--- src/rtl/ring_in_dest_ctrl.sv ---
// Ring ingress stage: decodes each message's head flit into one of four destination FIFOs
// and presents a single registered flit/ctrl/dest bundle with per-FIFO backpressure.
module ring_in_dest_ctrl #(
    parameter logic [1:0] NODE_ID = 2'b00
) (
    input  logic        clk,
    input  logic        rst,
    input  logic [15:0] flit_in,
    input  logic [1:0]  ctrl_in,
    output logic        ready_out,
    input  logic        pass_req_full,
    input  logic        pass_rep_full,
    input  logic        local_in_req_full,
    input  logic        local_in_rep_full,
    output logic [15:0] flit,
    output logic [1:0]  ctrl,
    output logic [1:0]  dest_fifo,
    output logic        en_dest_fifo,
    output logic        proto_err
);

    typedef enum logic {
        ST_IDLE   = 1'b0,
        ST_IN_MSG = 1'b1
    } state_t;

    localparam logic [1:0] CTRL_IDLE = 2'b00;
    localparam logic [1:0] CTRL_HEAD = 2'b01;
    localparam logic [1:0] CTRL_TAIL = 2'b11;

    state_t      state_q, state_d;
    logic [1:0]  msg_dest_q, msg_dest_d;
    logic        stage_valid_q, stage_valid_d;
    logic [15:0] flit_q, flit_d;
    logic [1:0]  ctrl_q, ctrl_d;
    logic [1:0]  dest_q, dest_d;
    logic        proto_err_q, proto_err_d;

    logic        sel_full_s;
    logic        en_s;
    logic        accept_s;
    logic        is_head_s;
    logic        drop_s;
    logic        load_s;
    logic [1:0]  head_dest_s;

    // Full flag of the FIFO the staged flit is aimed at
    always_comb begin
        case (dest_q)
            2'b00:   sel_full_s = pass_req_full;
            2'b01:   sel_full_s = pass_rep_full;
            2'b10:   sel_full_s = local_in_req_full;
            2'b11:   sel_full_s = local_in_rep_full;
            default: sel_full_s = 1'b1;
        endcase
    end

    assign en_s        = stage_valid_q && !sel_full_s;
    assign ready_out   = !stage_valid_q || en_s;
    assign accept_s    = (ctrl_in != CTRL_IDLE) && ready_out;
    assign is_head_s   = (ctrl_in == CTRL_HEAD);
    // Body/tail with no open message is swallowed so upstream never stalls on an error
    assign drop_s      = accept_s && (state_q == ST_IDLE) && !is_head_s;
    assign load_s      = accept_s && !drop_s;
    assign head_dest_s = {(flit_in[15:14] == NODE_ID), flit_in[13]};

    // Message framing FSM and protocol error detection
    always_comb begin
        state_d     = state_q;
        msg_dest_d  = msg_dest_q;
        proto_err_d = 1'b0;
        if (accept_s) begin
            case (state_q)
                ST_IDLE: begin
                    if (is_head_s) begin
                        state_d    = ST_IN_MSG;
                        msg_dest_d = head_dest_s;
                    end else begin
                        proto_err_d = 1'b1;
                    end
                end
                ST_IN_MSG: begin
                    if (is_head_s) begin
                        msg_dest_d  = head_dest_s;
                        proto_err_d = 1'b1;
                    end else if (ctrl_in == CTRL_TAIL) begin
                        state_d = ST_IDLE;
                    end else begin
                        state_d = ST_IN_MSG;
                    end
                end
                default: state_d = ST_IDLE;
            endcase
        end else begin
            state_d = state_q;
        end
    end

    // Output stage: load and drain may coincide for full throughput
    always_comb begin
        stage_valid_d = stage_valid_q;
        flit_d        = flit_q;
        ctrl_d        = ctrl_q;
        dest_d        = dest_q;
        if (load_s) begin
            stage_valid_d = 1'b1;
            flit_d        = flit_in;
            ctrl_d        = ctrl_in;
            dest_d        = is_head_s ? head_dest_s : msg_dest_q;
        end else if (en_s) begin
            stage_valid_d = 1'b0;
            ctrl_d        = CTRL_IDLE;
        end else begin
            stage_valid_d = stage_valid_q;
        end
    end

    // State registers
    always_ff @(posedge clk or negedge rst) begin
        if (!rst) begin
            state_q       <= ST_IDLE;
            msg_dest_q    <= 2'b00;
            stage_valid_q <= 1'b0;
            flit_q        <= 16'h0000;
            ctrl_q        <= 2'b00;
            dest_q        <= 2'b00;
            proto_err_q   <= 1'b0;
        end else begin
            state_q       <= state_d;
            msg_dest_q    <= msg_dest_d;
            stage_valid_q <= stage_valid_d;
            flit_q        <= flit_d;
            ctrl_q        <= ctrl_d;
            dest_q        <= dest_d;
            proto_err_q   <= proto_err_d;
        end
    end

    assign flit         = flit_q;
    assign ctrl         = ctrl_q;
    assign dest_fifo    = dest_q;
    assign en_dest_fifo = en_s;
    assign proto_err    = proto_err_q;

endmodule
--- config.mk ---
export PLATFORM = sky130hd
export DESIGN_NAME = ring_in_dest_ctrl
export DESIGN_NICKNAME = d
export VERILOG_FILES = /design/src/rtl/ring_in_dest_ctrl.sv
export SDC_FILE = /design/constraint.sdc
export NUM_CORES = 1
export LEC_CHECK = 0
export CAP_MARGIN = 20
export CORE_ASPECT_RATIO = 1.1
export CORE_MARGIN = 4
export CORE_UTILIZATION = 46
export DETAILED_ROUTE_END_ITERATION = 8
export PLACE_DENSITY_LB_ADDON = 0.3
export REMOVE_ABC_BUFFERS = 1
export SYNTH_ARGS = -nofsm -noshare
export SYNTH_HDL_FRONTEND = slang
export SYNTH_SLANG_ARGS = --single-unit
--- constraint.sdc ---
create_clock -name clk -period 5.3 [get_ports clk]
set_input_delay 0.53 -clock clk [delete_from_list [all_inputs] [get_ports clk]]
set_output_delay 0.53 -clock clk [all_outputs]
set_load 0.1 [all_outputs]
==> results of run 1 <==
[area by class of cell]
type	instances	share of cell area (%)
inverter	2	0.429
multi-input combinational	59	32.8
tap	31	2.22
timing repair buffer	47	27.2
clock inverter	1	0.286
sequential	25	35.8
clock buffer	3	1.29
[state kept, by name (all words and copies together), names as in the netlist, named ones only]
register       count
stage_valid_q      1
ctrl               2
msg_dest_q         2
dest_fifo          2
flit              16
proto_err          1
[through the flow]
| step | area (sq um) | util, % | hold WS, ns | setup WS (ns) | cells |
|---|---|---|---|---|---|
| global route | 1750 | 69.4 | 0.540 | 1.81 | 168 |
| finish | 1750 | 69.4 | 0.519 | 1.93 | 168 |
| floorplan | 1210 | - | 0.234 | 1.83 | 86 |
| global placement | 1710 | 67.7 | 0.484 | 2.00 | 163 |
| detailed placement | 1720 | 68.3 | 0.495 | 1.93 | 164 |
| CTS | 1750 | 69.4 | 0.526 | 1.93 | 168 |
[cells in the final DEF, fill, tap and decap left out]
cell type / Yosys / routed
clkdlybuf4s50_1: 0 / 46
dfrtp_1: 25 / 25
mux2_2: 13 / 13
mux2_4: 10 / 10
nand2_1: 4 / 4
nand2b_1: 3 / 3
nor2_1: 3 / 3
a21oi_1: 3 / 3
o221ai_1: 3 / 3
clkbuf_4: 0 / 3
mux2i_2: 2 / 2
o22ai_1: 2 / 2
inv_1: 2 / 2
nor2b_1: 2 / 2
or2_2: 2 / 2
o21ai_0: 2 / 2
mux4_1: 1 / 1
o221ai_4: 1 / 1
a211o_1: 1 / 1
a32o_1: 1 / 1
nor3_1: 1 / 1
nand3b_1: 1 / 1
or3b_2: 1 / 1
a211oi_1: 1 / 1
nor4_1: 1 / 1
a22o_1: 1 / 1
clkinv_2: 0 / 1
buf_8: 1 / 1
[logic make-up (layout without fill, tap and decap cells)]
logic type | after synthesis | in the layout | share of synthesized area (%)
buffers and inverters | 3 | 53 | 1.84
AOI/OAI and AO/OA | 15 | 15 | 10.2
and+or+nand+nor | 18 | 18 | 7.99
DFF | 25 | 25 | 51.2
muxes | 26 | 26 | 28.7
[metal layers]
metal | track usage (%) | up-vias | share of wire (%)
met1 | 18.1 | 435 | 42
met3 | 4.75 | 2 | 7.9
li1 | - | 428 | -
met5 | 0 | - | 0
met4 | 4.97 | 0 | 0.65
met2 | 25.3 | 32 | 49
[worst paths after layout]
check                                end  slack [ns]
setup / recovery               ready_out        1.93
hold / removal             msg_dest_q[1]        0.52
setup reg to reg                flit[14]        3.40
hold reg to reg            msg_dest_q[1]        0.52
max in group asynchronous        ctrl[0]        4.21
min in group asynchronous       flit[13]        0.59
[worst register-to-register path, cell delays in order, from the launching register on]
cell and delay [ns]:
dfrtp_1 0.52, mux2i_2 0.48, o221ai_4 0.40, mux2_4 0.41
==> flow_summary.json, run 1 <==
{
  "synth_top_area_share_pct": 51.2,
  "clockBufferDepth": 2,
  "ant_nets": 0,
  "critPathLaunchType": "primary input",
  "grt_pass1_wl_um": 4030,
  "hp-class": "register to register",
  "track_usage_pct": 14.8,
  "reg2regPathDepth": 3,
  "cts_sinks": 25,
  "drv_slew": 0,
  "critPathKind": "primary input to output pin",
  "yosysTopAreaCell": "dfrtp_1",
  "nets": 162,
  "syn_area_per_cell_sq_um": 14.0,
  "drv_cap": 0,
  "globalplace.congestion": 0.758,
  "grt_max_degree": 18,
  "critPathMostFrequentCell": "clkdlybuf4s50_1",
  "n_fill_cell": 198,
  "wl_per_cell_um": 14.7,
  "max_stage_delay_ns": 1.13,
  "cp_slowest_cell": "clkdlybuf4s50_1",
  "outcome": "complete, no violations",
  "synthCells": 87,
  "ys_dominant_reg_cell": "dfrtp_1",
  "hold_violations": 0,
  "path_cells": "clkdlybuf4s50_1 > mux2i_2 > o22ai_1 > inv_1 > clkdlybuf4s50_1",
  "area.sequential_sq_um": 626,
  "pin_count": 47,
  "cpLargestDelayFamily": "buffers and inverters",
  "cts_max_level": 1,
  "worst_clock_skew_ns": 0.00448,
  "overflow": 0,
  "cts.repair.resized": 0,
  "cp-end-kind": "output pin",
  "drt_pass1_iterations": 4,
  "crit_required_ns": 4.77,
  "syn_area_sq_um": 1220,
  "crit_arrival_ns": 2.84,
  "cp-startpoint": "local_in_rep_full",
  "yosys_warnings": 0,
  "drc": 0,
  "synth_edf_count": 0,
  "num_antenna_cells": 0,
  "finalSetupTns_ns": 0,
  "fin_crit_sh_pct": 63.5,
  "holdPathStages": 1,
  "viasPerCell": 5.34,
  "async_flop_share_pct": 100,
  "cts_buffers": 3,
  "clockRootBuffer": "clkbuf_4",
  "slew_headroom_pct": 33.0,
  "num_rows": 19,
  "synth_most_common_cell": "dfrtp_1",
  "ys_ff_latch": 25,
  "ys_seq_area_share_pct": 51.2,
  "post_cts_buffers": 0,
  "start_util_pct": 48.5,
  "multi_input_area_sq_um": 573,
  "cp.depth": 5,
  "synth_cell_types": 25,
  "vias": 897,
  "worstPathMaxFanout": 7,
  "synth_area_leaders": "dfrtp_1 51%, mux2_4 12%, mux2_2 12%",
  "wirelength_um": 2470,
  "io_buffers": 46,
  "hold_start": "msg_dest_q[1]",
  "clk_pin_slew_ns": 0.13,
  "areaGrowthSynthToFinish_pct": 43.1,
  "rsz0062_at_grt": "false",
  "dp_hpwl_um": 1930,
  "grt_antenna_before_repair": 0,
  "cts_tree": "built",
  "core_area_sq_um": 2520,
  "die-area_sq_um": 3540,
  "worst_slew_pin_slew_ns": 1.00,
  "setup_violations": 0,
  "synth_common_cells": "25 x dfrtp_1, 13 x mux2_2, 10 x mux2_4",
  "crit_buf_inv": 3,
  "clk_latency_ns": 0.31,
  "drive_above_1_share_pct": 24.8,
  "first_global_vias": 914,
  "fmax_mhz": 297,
  "drt_iter0_drc": 26,
  "hold_buffers": 0,
  "die_h_um": 62.0,
  "die_w_um": 57.1,
  "post-route-min-period_ns": 3.37,
  "rr_startpoint": "dest_fifo[0]"
}
Power of run 1 is left out: the tool's default activity adds up to more than one toggle a clock period on the data nets, which glitch-free logic cannot reach.
==> run 2, diff against run 1 <==
- CORE_UTILIZATION: 46 -> 43
- clock period: 5.3 -> 3.1 ns (I/O delays scaled with it)
==> flow_summary.json, run 2 (synthesis results as in run 1) <==
{
  "rr_startpoint": "dest_fifo[0]",
  "num_rows": 20,
  "vias": 911,
  "dp_slack_ns": 0.964,
  "cp-end-kind": "output pin",
  "drt_iter0_drc": 15,
  "cts.repair.resized": 0,
  "drv_cap": 0,
  "die_w_um": 58.8,
  "first_global_vias": 992,
  "ant_nets": 0,
  "start_util_pct": 44.4,
  "critPathLaunchType": "register",
  "largest_reg_flops": 16,
  "nets": 162,
  "area.sequential_sq_um": 626,
  "fmax_mhz": 436,
  "num_antenna_cells": 0,
  "multi_input_area_sq_um": 573,
  "overflow": 0,
  "wirelength_um": 2500,
  "post_cts_buffers": 0,
  "worst_slack_ns": 0.805,
  "n_fill_cell": 222,
  "cts_max_level": 1,
  "cts_sinks": 25,
  "critPathKind": "register to output pin",
  "worst_clock_skew_ns": 0.00257,
  "setup_violations": 0,
  "io_buffers": 46,
  "globalplace.congestion": 0.719,
  "fin_crit_sh_pct": 74.0,
  "viasPerCell": 5.36,
  "wl_per_cell_um": 14.7,
  "drc": 0,
  "drv_slew": 0,
  "clockBufferDepth": 2,
  "crit_required_ns": 2.79,
  "finalHoldWorstSlack_ns": 0.336,
  "worstPathMaxFanout": 7,
  "die_h_um": 63.9,
  "drive_above_1_share_pct": 27.7,
  "areaGrowthSynthToFinish_pct": 42.1,
  "clk_pin_slew_ns": 0.14,
  "hold_buffers": 0,
  "core_area_sq_um": 2750,
  "cts_buffers": 3,
  "grt_antenna_before_repair": 0,
  "rsz0062_at_grt": "false",
  "cts_tree": "built",
  "clk_latency_ns": 0.31,
  "grt_max_degree": 26,
  "final_cell_mix": "42 x clkdlybuf4s50_1, 25 x dfrtp_1, 13 x mux2_2, 10 x mux2_4, 5 x buf_4",
  "post-route-min-period_ns": 2.30,
  "track_usage_pct": 14.5,
  "die-area_sq_um": 3760,
  "dp_hpwl_um": 1950,
  "slew_headroom_pct": 34.2,
  "clockRootBuffer": "clkbuf_4",
  "hp-class": "primary input to asynchronous set/reset pin",
  "reg2regPathDepth": 3,
  "crit_arrival_ns": 1.99,
  "pin_count": 47,
  "grt_pass1_wl_um": 4270,
  "cp-startpoint": "dest_fifo[0]",
  "final_common_cell": "clkdlybuf4s50_1",
  "finalSetupTns_ns": 0,
  "drt_pass1_iterations": 4,
  "hold_violations": 0,
  "worst_slew_pin_slew_ns": 0.983,
  "outcome": "complete, no violations"
}
==> run 2: worst paths after layout <==
kind                                 endpoint  slack (ns)
worst max-delay path                ready_out        0.80
worst min-delay path                  ctrl[0]        0.34
worst max register to register       flit[14]        1.19
worst min register to register  msg_dest_q[1]        0.52
max in group asynchronous        dest_fifo[0]        2.52
min in group clk                msg_dest_q[1]        0.52
==> run 2: layout make-up <==
type,count,share of cell area [%]
clock buffer,3,1.30
clock inverter,1,0.433
inverter,2,0.433
multi-input combinational,59,33.0
sequential,25,36.0
tap,33,2.38
timing repair buffer,47,26.4
==> run 2: metrics by stage <==
| step | utilization, % | cells | instance area [sq um] |
|---|---|---|---|
| 2_1_floorplan | - | 86 | 1210 |
| 3_3_place_gp | 62.0 | 166 | 1710 |
| 3_5_place_dp | 62.0 | 166 | 1710 |
| 4_1_cts | 63.0 | 170 | 1740 |
| 5_1_grt | 63.0 | 170 | 1740 |
| 6_report | 63.0 | 170 | 1740 |
==> run 2: critical path, stage by stage, from the launching register on <==
cell and delay [ns]:
dfrtp_1 0.53, mux2i_2 0.48, o22ai_1 0.24, inv_1 0.13, buf_4 0.30
==> run 2: routing by layer <==
layer | vias up | track usage, % | routed length, um
met5 | - | 0 | 0
met1 | 448 | 17.1 | 1030
met2 | 35 | 25.6 | 1290
met3 | 0 | 3.23 | 180
li1 | 428 | - | -
met4 | 0 | 4.25 | 0
Power of run 2 is left out for the same reason.
